**src/rtl/barrel_shift_arbiter.sv**
```systemverilog
// barrel_shift_arbiter: two requesters share one 16-bit shifter through a
// round-robin arbiter. The result sits in a single output register with a
// valid/ready handshake.
// Optional feature: define BARREL_SHIFT_ROTATE_EN to make op 11 a rotate right.
// When it is undefined, op 11 behaves as a logical right shift.
//
// state | meaning
// IDLE  | result register empty, res_valid = 0
// FULL  | result register holds an undelivered result, res_valid = 1
module barrel_shift_arbiter #(
    parameter logic RR_INIT = 1'b0
) (
    input  logic        clk,
    input  logic        rst,
    input  logic        req0_valid,
    output logic        req0_ready,
    input  logic [15:0] req0_data,
    input  logic [3:0]  req0_amt,
    input  logic [1:0]  req0_op,
    input  logic        req1_valid,
    output logic        req1_ready,
    input  logic [15:0] req1_data,
    input  logic [3:0]  req1_amt,
    input  logic [1:0]  req1_op,
    output logic        res_valid,
    input  logic        res_ready,
    output logic [15:0] res_data,
    output logic        res_id,
    output logic [7:0]  ops_count
);

    typedef enum logic {
        IDLE = 1'b0,
        FULL = 1'b1
    } state_t;

    state_t      state, state_nxt;
    logic        last_grant;
    logic        slot_free;
    logic        grant0, grant1;
    logic        accept;
    logic        handshake;
    logic [15:0] sel_data;
    logic [3:0]  sel_amt;
    logic [1:0]  sel_op;
    logic [15:0] shift_res;
`ifdef BARREL_SHIFT_ROTATE_EN
    logic [31:0] rot_wide;
`endif

    assign res_valid = (state == FULL);
    assign slot_free = !res_valid || res_ready;
    assign handshake = res_valid && res_ready;

    // Round-robin grant: a lone requester always wins. On a tie, the
    // requester that did not win last time gets the grant.
    always_comb begin
        grant0 = req0_valid && (!req1_valid || last_grant);
        grant1 = req1_valid && (!req0_valid || !last_grant);
    end

    // Readys stay low during reset so nothing is accepted while rst is high.
    always_comb begin
        req0_ready = !rst && slot_free && grant0;
        req1_ready = !rst && slot_free && grant1;
        accept     = req0_ready || req1_ready;
    end

    // Operand mux. Only the granted requester's fields reach the shifter.
    always_comb begin
        sel_data = req0_data;
        sel_amt  = req0_amt;
        sel_op   = req0_op;
        if (grant1) begin
            sel_data = req1_data;
            sel_amt  = req1_amt;
            sel_op   = req1_op;
        end
    end

    // Shared shifter. Every shift by 0 passes the operand through unchanged.
    always_comb begin
        shift_res = sel_data;
`ifdef BARREL_SHIFT_ROTATE_EN
        rot_wide  = {sel_data, sel_data} >> sel_amt;
`endif
        case (sel_op)
            2'b00:   shift_res = sel_data >> sel_amt;
            2'b01:   shift_res = sel_data << sel_amt;
            2'b10:   shift_res = $signed(sel_data) >>> sel_amt;
`ifdef BARREL_SHIFT_ROTATE_EN
            default: shift_res = rot_wide[15:0];
`else
            default: shift_res = sel_data >> sel_amt;
`endif
        endcase
    end

    // Next state. When a handshake and an accept happen in the same cycle,
    // the FSM stays in FULL, so the output can deliver one result per cycle.
    always_comb begin
        state_nxt = state;
        case (state)
            IDLE: if (accept) state_nxt = FULL;
            FULL: begin
                if (accept)         state_nxt = FULL;
                else if (res_ready) state_nxt = IDLE;
            end
            default: state_nxt = IDLE;
        endcase
    end

    // State register. Reset throws away any pending result.
    always_ff @(posedge clk or posedge rst) begin
        if (rst) state <= IDLE;
        else     state <= state_nxt;
    end

    // Result register and arbitration history. Both update only on an accept.
    always_ff @(posedge clk or posedge rst) begin
        if (rst) begin
            res_data   <= 16'h0000;
            res_id     <= 1'b0;
            last_grant <= !RR_INIT;
        end else if (accept) begin
            res_data   <= shift_res;
            res_id     <= grant1;
            last_grant <= grant1;
        end
    end

    // Count delivered results, wrapping at 8 bits.
    always_ff @(posedge clk or posedge rst) begin
        if (rst)            ops_count <= 8'h00;
        else if (handshake) ops_count <= ops_count + 8'h01;
    end

endmodule

```
**config.mk**
```make
export PLATFORM = sky130hd
export DESIGN_NAME = barrel_shift_arbiter
export DESIGN_NICKNAME = d
export VERILOG_FILES = /design/src/rtl/barrel_shift_arbiter.sv
export SDC_FILE = /design/constraint.sdc
export NUM_CORES = 1
export LEC_CHECK = 0
export BUFFER_PORTS_ARGS = -buffer_cell sky130_fd_sc_hd__buf_2
export CORE_ASPECT_RATIO = 1.75
export CORE_UTILIZATION = 55
export CTS_CLUSTER_SIZE = 20
export DETAILED_ROUTE_END_ITERATION = 6
export HOLD_SLACK_MARGIN = 0.02
export MAX_ROUTING_LAYER = met4
export PLACE_DENSITY_LB_ADDON = 0.1
export RECOVER_POWER = 25
export SYNTH_ARGS = -nofsm -noshare
export SYNTH_HDL_FRONTEND = slang
export SYNTH_SLANG_ARGS = --single-unit
```
**constraint.sdc**
```tcl
create_clock -name clk -period 3.75 [get_ports clk]
set_clock_uncertainty 0.05 [all_clocks]
set_input_delay 0.1875 -clock clk [delete_from_list [all_inputs] [get_ports clk]]
set_output_delay 0.1875 -clock clk [all_outputs]
set_load 0.05 [all_outputs]
```
## Yosys cells after proc, flatten, opt, wreduce, memory -nomap -nowiden

Cells that the tools add are included.

| storage, ports and cells | value |
|---|---|
| flip-flop bits (word level) | 27 |
| input port bits | 49 |
| word-level logic and storage cells | 35 |

| operators by class | value |
|---|---|
| add/subtract/negate cells | 1 |
| eq/ne operators | 2 |
| shifts and indexed selects | 3 |
| multiplexer cells | 8 |
| bitwise logic cells | 1 |
| reductions and logical operators | 15 |

Operators by type and width:

| operator | count |
|---|---|
| case mux 16 bit (2 select lines) | 1 |
| two-way mux 16 bit | 1 |
| << shifter 16 x 4 -> 16 bit | 1 |
| right shift 16 x 4 -> 16 bit | 1 |
| >>> shifter 16 x 4 -> 16 bit | 1 |
| adder 8 x 1 -> 8 bit, second input constant | 1 |
| logical AND 1 bit | 6 |
| zero test 1 bit | 5 |
| logical OR 1 bit | 4 |
| two-way mux 4 bit | 1 |
| two-way mux 1 bit | 3 |
| == test 2 x 1 -> 1 bit, second input constant | 1 |
| == test 2 bit, second input constant | 1 |
| two-way mux 2 bit | 1 |
| case mux 1 bit (2 select lines) | 1 |
| inverter 1 bit | 1 |

## Logic depth before layout (Yosys ltp)

| depth | value |
|---|---|
| depth after elaboration | 7 |
| mapped depth | 15 |
| mapped depth without buffers | 10 |

## Worst setup path after synthesis

Ideal clock, no wire load.

| timing | value |
|---|---|
| path kind | register to register |
| start point | reg last_grant |
| end point | reg res_data[3] |
| arrival time | 2.904 ns |
| path slack | 0.658 ns |
| cell stages (with the launch flop) | 16 |
| path buffers | 6 |
| clock period less this slack | 3.092 ns |
| path through | dfstp_2 a21bo_2 buf_6 buf_6 buf_2 buf_2 nand2_1 and2_1 ha_1 clkbuf_1 nand2b_1 clkbuf_1 nor2_1 a32o_1 mux2i_1 o31ai_1 |

| on the way | value |
|---|---|
| longest elaborated chain between the ends | 6 |
| elaborated cells between the ends (all ways) | 17 |
| those cells by class | eq/ne (2); shift (3); mux (4); reduce/logical (8) |

RTL lines:

| item | RTL line | text |
|---|---|---|
| start: declaration | 38 | `logic last_grant;` |
| start signal: assignment | 124 | `last_grant <= !RR_INIT;` |
| start signal: assignment | 128 | `last_grant <= grant1;` |
| zero test 1 bit | 59 | `grant1 = req1_valid && (!req0_valid \|\| !last_grant);` |
| logical OR 1 bit | 59 |  |
| logical AND 1 bit | 59 |  |
| two-way mux 16 bit (tied with other cells) | 74 | `if (grant1) begin` |
| right shift 16 x 4 -> 16 bit (tied with other cells) | 88, 94 |  |
| case mux 16 bit (2 select lines) | 87 | `case (sel_op)` |
| end signal: assignment | 126 | `res_data <= shift_res;` |
| end: declaration | 27 | `output logic [15:0] res_data,` |

Several ways; a longest one is shown, not always the timed one.
A chain may end at the register's enable or synchronous reset.

## Worst setup path in the final report

| timing | value |
|---|---|
| start point | reg last_grant |
| end point | reg res_data[0] |

The elaborated chain is that of the path after synthesis.

==> metrics.txt <==
postcts setup bufs 0; CP startpoint kind register; largest family of logic cells by synthesized area multiplexers; Antenna diodes 0; Worst EP required 3.91 ns; FF-to-FF setup slack 0.67 ns; Synth Warn # 0; DR iter-0 viols 416; number of global-route vias before repair 4448; core region area 0.007567 mm2; Avg Synthesized Cell Area 8.947 um2; Detailed Place HPWL 12190 um; first drt pass iteration count 6; Yosys reg bits 27; clock group share of total power 13.4%; post-synth cell types 61; post-synth top area cell mux4_2; Num CTS Buffers 3; FMAX 324.7 MHz; Comb power frac 63.2%; gr usage total 39.83%; Slowest cell on crit path dfstp_2; P&R area growth vs syn 9.535%; gpl congestion 1.088; Post-Synth Simple-Gate Area 16.90%; final std cells w/o fill 625; Reg-to-Reg End res_data[0]$_DFFE_PP0P_; syn nets 536; Max-Cap Viols 0; Max Root-Sink Buffers 2; cts repair resizes 0; root buf cell clkbuf_16; top area cells in the synthesized netlist mux4_2 20%, dfrtp_1 15%, mux2i_1 9.9%, mux2_2 5.5%, nor2_1 4.2%; placed insts 620; Reg power frac 23.4%; Starting Density 57.23%; delay-heaviest family, CP simple AND/OR/NAND/NOR gates; Die H 119.4 um; outcome finished, final reports clean; # setup viols final 0; Reg2Reg Depth 10; die area 0.008246 mm2; ys async rst share 100.0%; Primary FF master, synth dfrtp_1; Tcrit/Tclk final 82.12%; Critical R2R Launch last_grant$_DFFE_PP1P_; NetSw 0.9903 mW; residual DRC count 0; Avg Vias per Cell 7.190; Fin Hold WS 0.1926 ns; EDFF count, synth 0; Vias 4494; IO Pins 77; post-synthesis adder-cell area fraction 0.8668%; Tightest Hold Check Type input pin to register; Lkg Pwr 1.944 nW; Slew Limit Fails 0; CP Capture Type register; worst hold start res_ready; Overflow after GRT 0; mux contribution to synthesized area 37.36%; Crit path buffers/inverters 2; CP max FO 27; pre-CTS worst setup slack 0.7409 ns; ANT nets after route 0; Hold-fix buffers, CTS 1; Post-Synth XOR/XNOR Area 1.416%; clk_lat worst skew 0.27 ns; first-pass GRT wire length 24600 um; critical path class register to register; Setup WS post-layout 0.6705 ns; DR WL/cell 25.10 um; CP peak stage delay 0.58 ns; Die Span X 69.08 um; final hold vios 0; mapped cell area 0.004330 mm2; Hold EP ops_count[2]$_DFFE_PP0P_; peak supply drop 0.1936 mV; Power Density 399.4 mW/mm2; internal power 0.9042 mW; Tightest Pin Transition 0.9636 ns; Hold Path Cell Cnt 3; CTS Sinks 27; sequential share of the synthesized area 15.63%; most common cell in the netlist nor2_1; switch share 52.27%; setup TNS 0 ns; largest net degree at the start of global routing 45; Port Buffers 76; most common library cells after synthesis 49 x nor2_1, 43 x mux2i_1, 41 x nand2_1; WL final 15690 um; # rows 42; CTS tree built; Final Net Count 590; Max-slew headroom 35.76%; compound-gate portion of the synthesized area 20.63%; clk slew on worst S/H paths 0.07 ns; Synth top area share 20.28%; RSZ-0062 raised after global routing false; critical-path cell list a21bo_2 > buf_4 > nand2_1 > nand2_1 > ha_1 > nand2b_1 > buf_4 > o31a_1 > nor4_1 > a22o_1; post-synthesis cell count 484; final worst path period need 3.080 ns; initial antenna violation count 0; H-tree Lvls 1; layout cells sized above 1 28.49%; Worst Path Arrival 3.24 ns
-- power by group through the flow --
| stage | logic [mW] | registers, mW | clock network [mW] |
|---|---|---|---|
| finish | 1.20 | 0.444 | 0.253 |
| global route | 1.26 | 0.457 | 0.262 |
| CTS | 1.19 | 0.443 | 0.255 |
| detailed placement | 1.19 | 0.449 | 0 |
| global placement | 1.18 | 0.442 | 0 |
| floorplan | 0.582 | 0.725 | 0 |
-- through the flow --
step	total power, mW	utilization (%)	area, um2
after floorplan	1.307	-	4330
after global placement	1.618	61.67	4667
after detailed placement	1.635	61.67	4667
after CTS	1.888	62.90	4760
after global routing	1.980	62.68	4743
final	1.894	62.68	4743
-- flip-flops by register name (all words and copies together) (netlist names) --
name,flops
res_data,16
ops_count,8
last_grant,1
res_id,1
res_valid,1
-- per-layer routing --
metal,global-route usage [%],up-vias,wire length (um)
met5,-,-,0
met4,33.93,0,1592
met3,2.876,86,1013
met2,63.53,265,7685
met1,44.90,2143,5394
li1,-,2000,-
-- worst register-to-register path, stage by stage (launching register included) --
cell	delay, ns
dfstp_2	0.58
a21bo_2	0.15
buf_4	0.34
nand2_1	0.10
nand2_1	0.10
ha_1	0.44
nand2b_1	0.38
buf_4	0.23
o31a_1	0.23
nor4_1	0.26
a22o_1	0.18
-- layout by cell type (no fill, tap or decap), drive strengths merged, types with 3 or more instances in the layout --
cell type  instances
a2111oi            3
a211oi             7
a21oi             24
a221oi             3
a22o               3
a31oi             11
a32o               3
and3               6
buf               77
clkbuf            16
dfrtp             26
ha                 3
inv               11
mux2              21
mux2i             47
mux4              39
nand2             41
nand2b             6
nand3             15
nor2              49
nor2b              5
nor3              11
nor4               5
o2111ai            3
o211ai             5
o21ai             25
o221ai             4
o22a               3
o22ai              7
o31a               3
o31ai              8
or2                4
or3                5
xnor2              4
xor2               3
-- how the worst max path moves through the flow --
| stage | from | end | cells past startpoint |
|---|---|---|---|
| after floorplan | last_grant$_DFFE_PP1P_ | res_data[3]$_DFFE_PP0P_ | 15 |
| after global placement | last_grant$_DFFE_PP1P_ | res_data[11]$_DFFE_PP0P_ | 9 |
| after detailed placement | last_grant$_DFFE_PP1P_ | res_data[0]$_DFFE_PP0P_ | 10 |
| after CTS | last_grant$_DFFE_PP1P_ | res_data[0]$_DFFE_PP0P_ | 10 |
| after global routing | last_grant$_DFFE_PP1P_ | res_data[0]$_DFFE_PP0P_ | 10 |
| final | last_grant$_DFFE_PP1P_ | res_data[0]$_DFFE_PP0P_ | 10 |
-- kinds of logic after synthesis --
family / count (synthesis)
AND/OR/NAND/NOR: 157
buffers and inverters: 53
AO/OA/AOI/OAI: 130
multiplexers: 107
adder cells (fa/ha/maj): 3
flip-flops: 27
XOR/XNOR: 7
-- cell type report --
class,instances,area [um2]
Multi-Input combinational cell,404,3353
Fill cell,679,2824
Sequential cell,27,676.9
Timing Repair Buffer,91,479.2
Tap cell,88,110.1
Clock buffer,3,75.07
Inverter,11,41.29
Clock inverter,1,7.507
No activity file was read; power rests on OpenSTA's default activity.
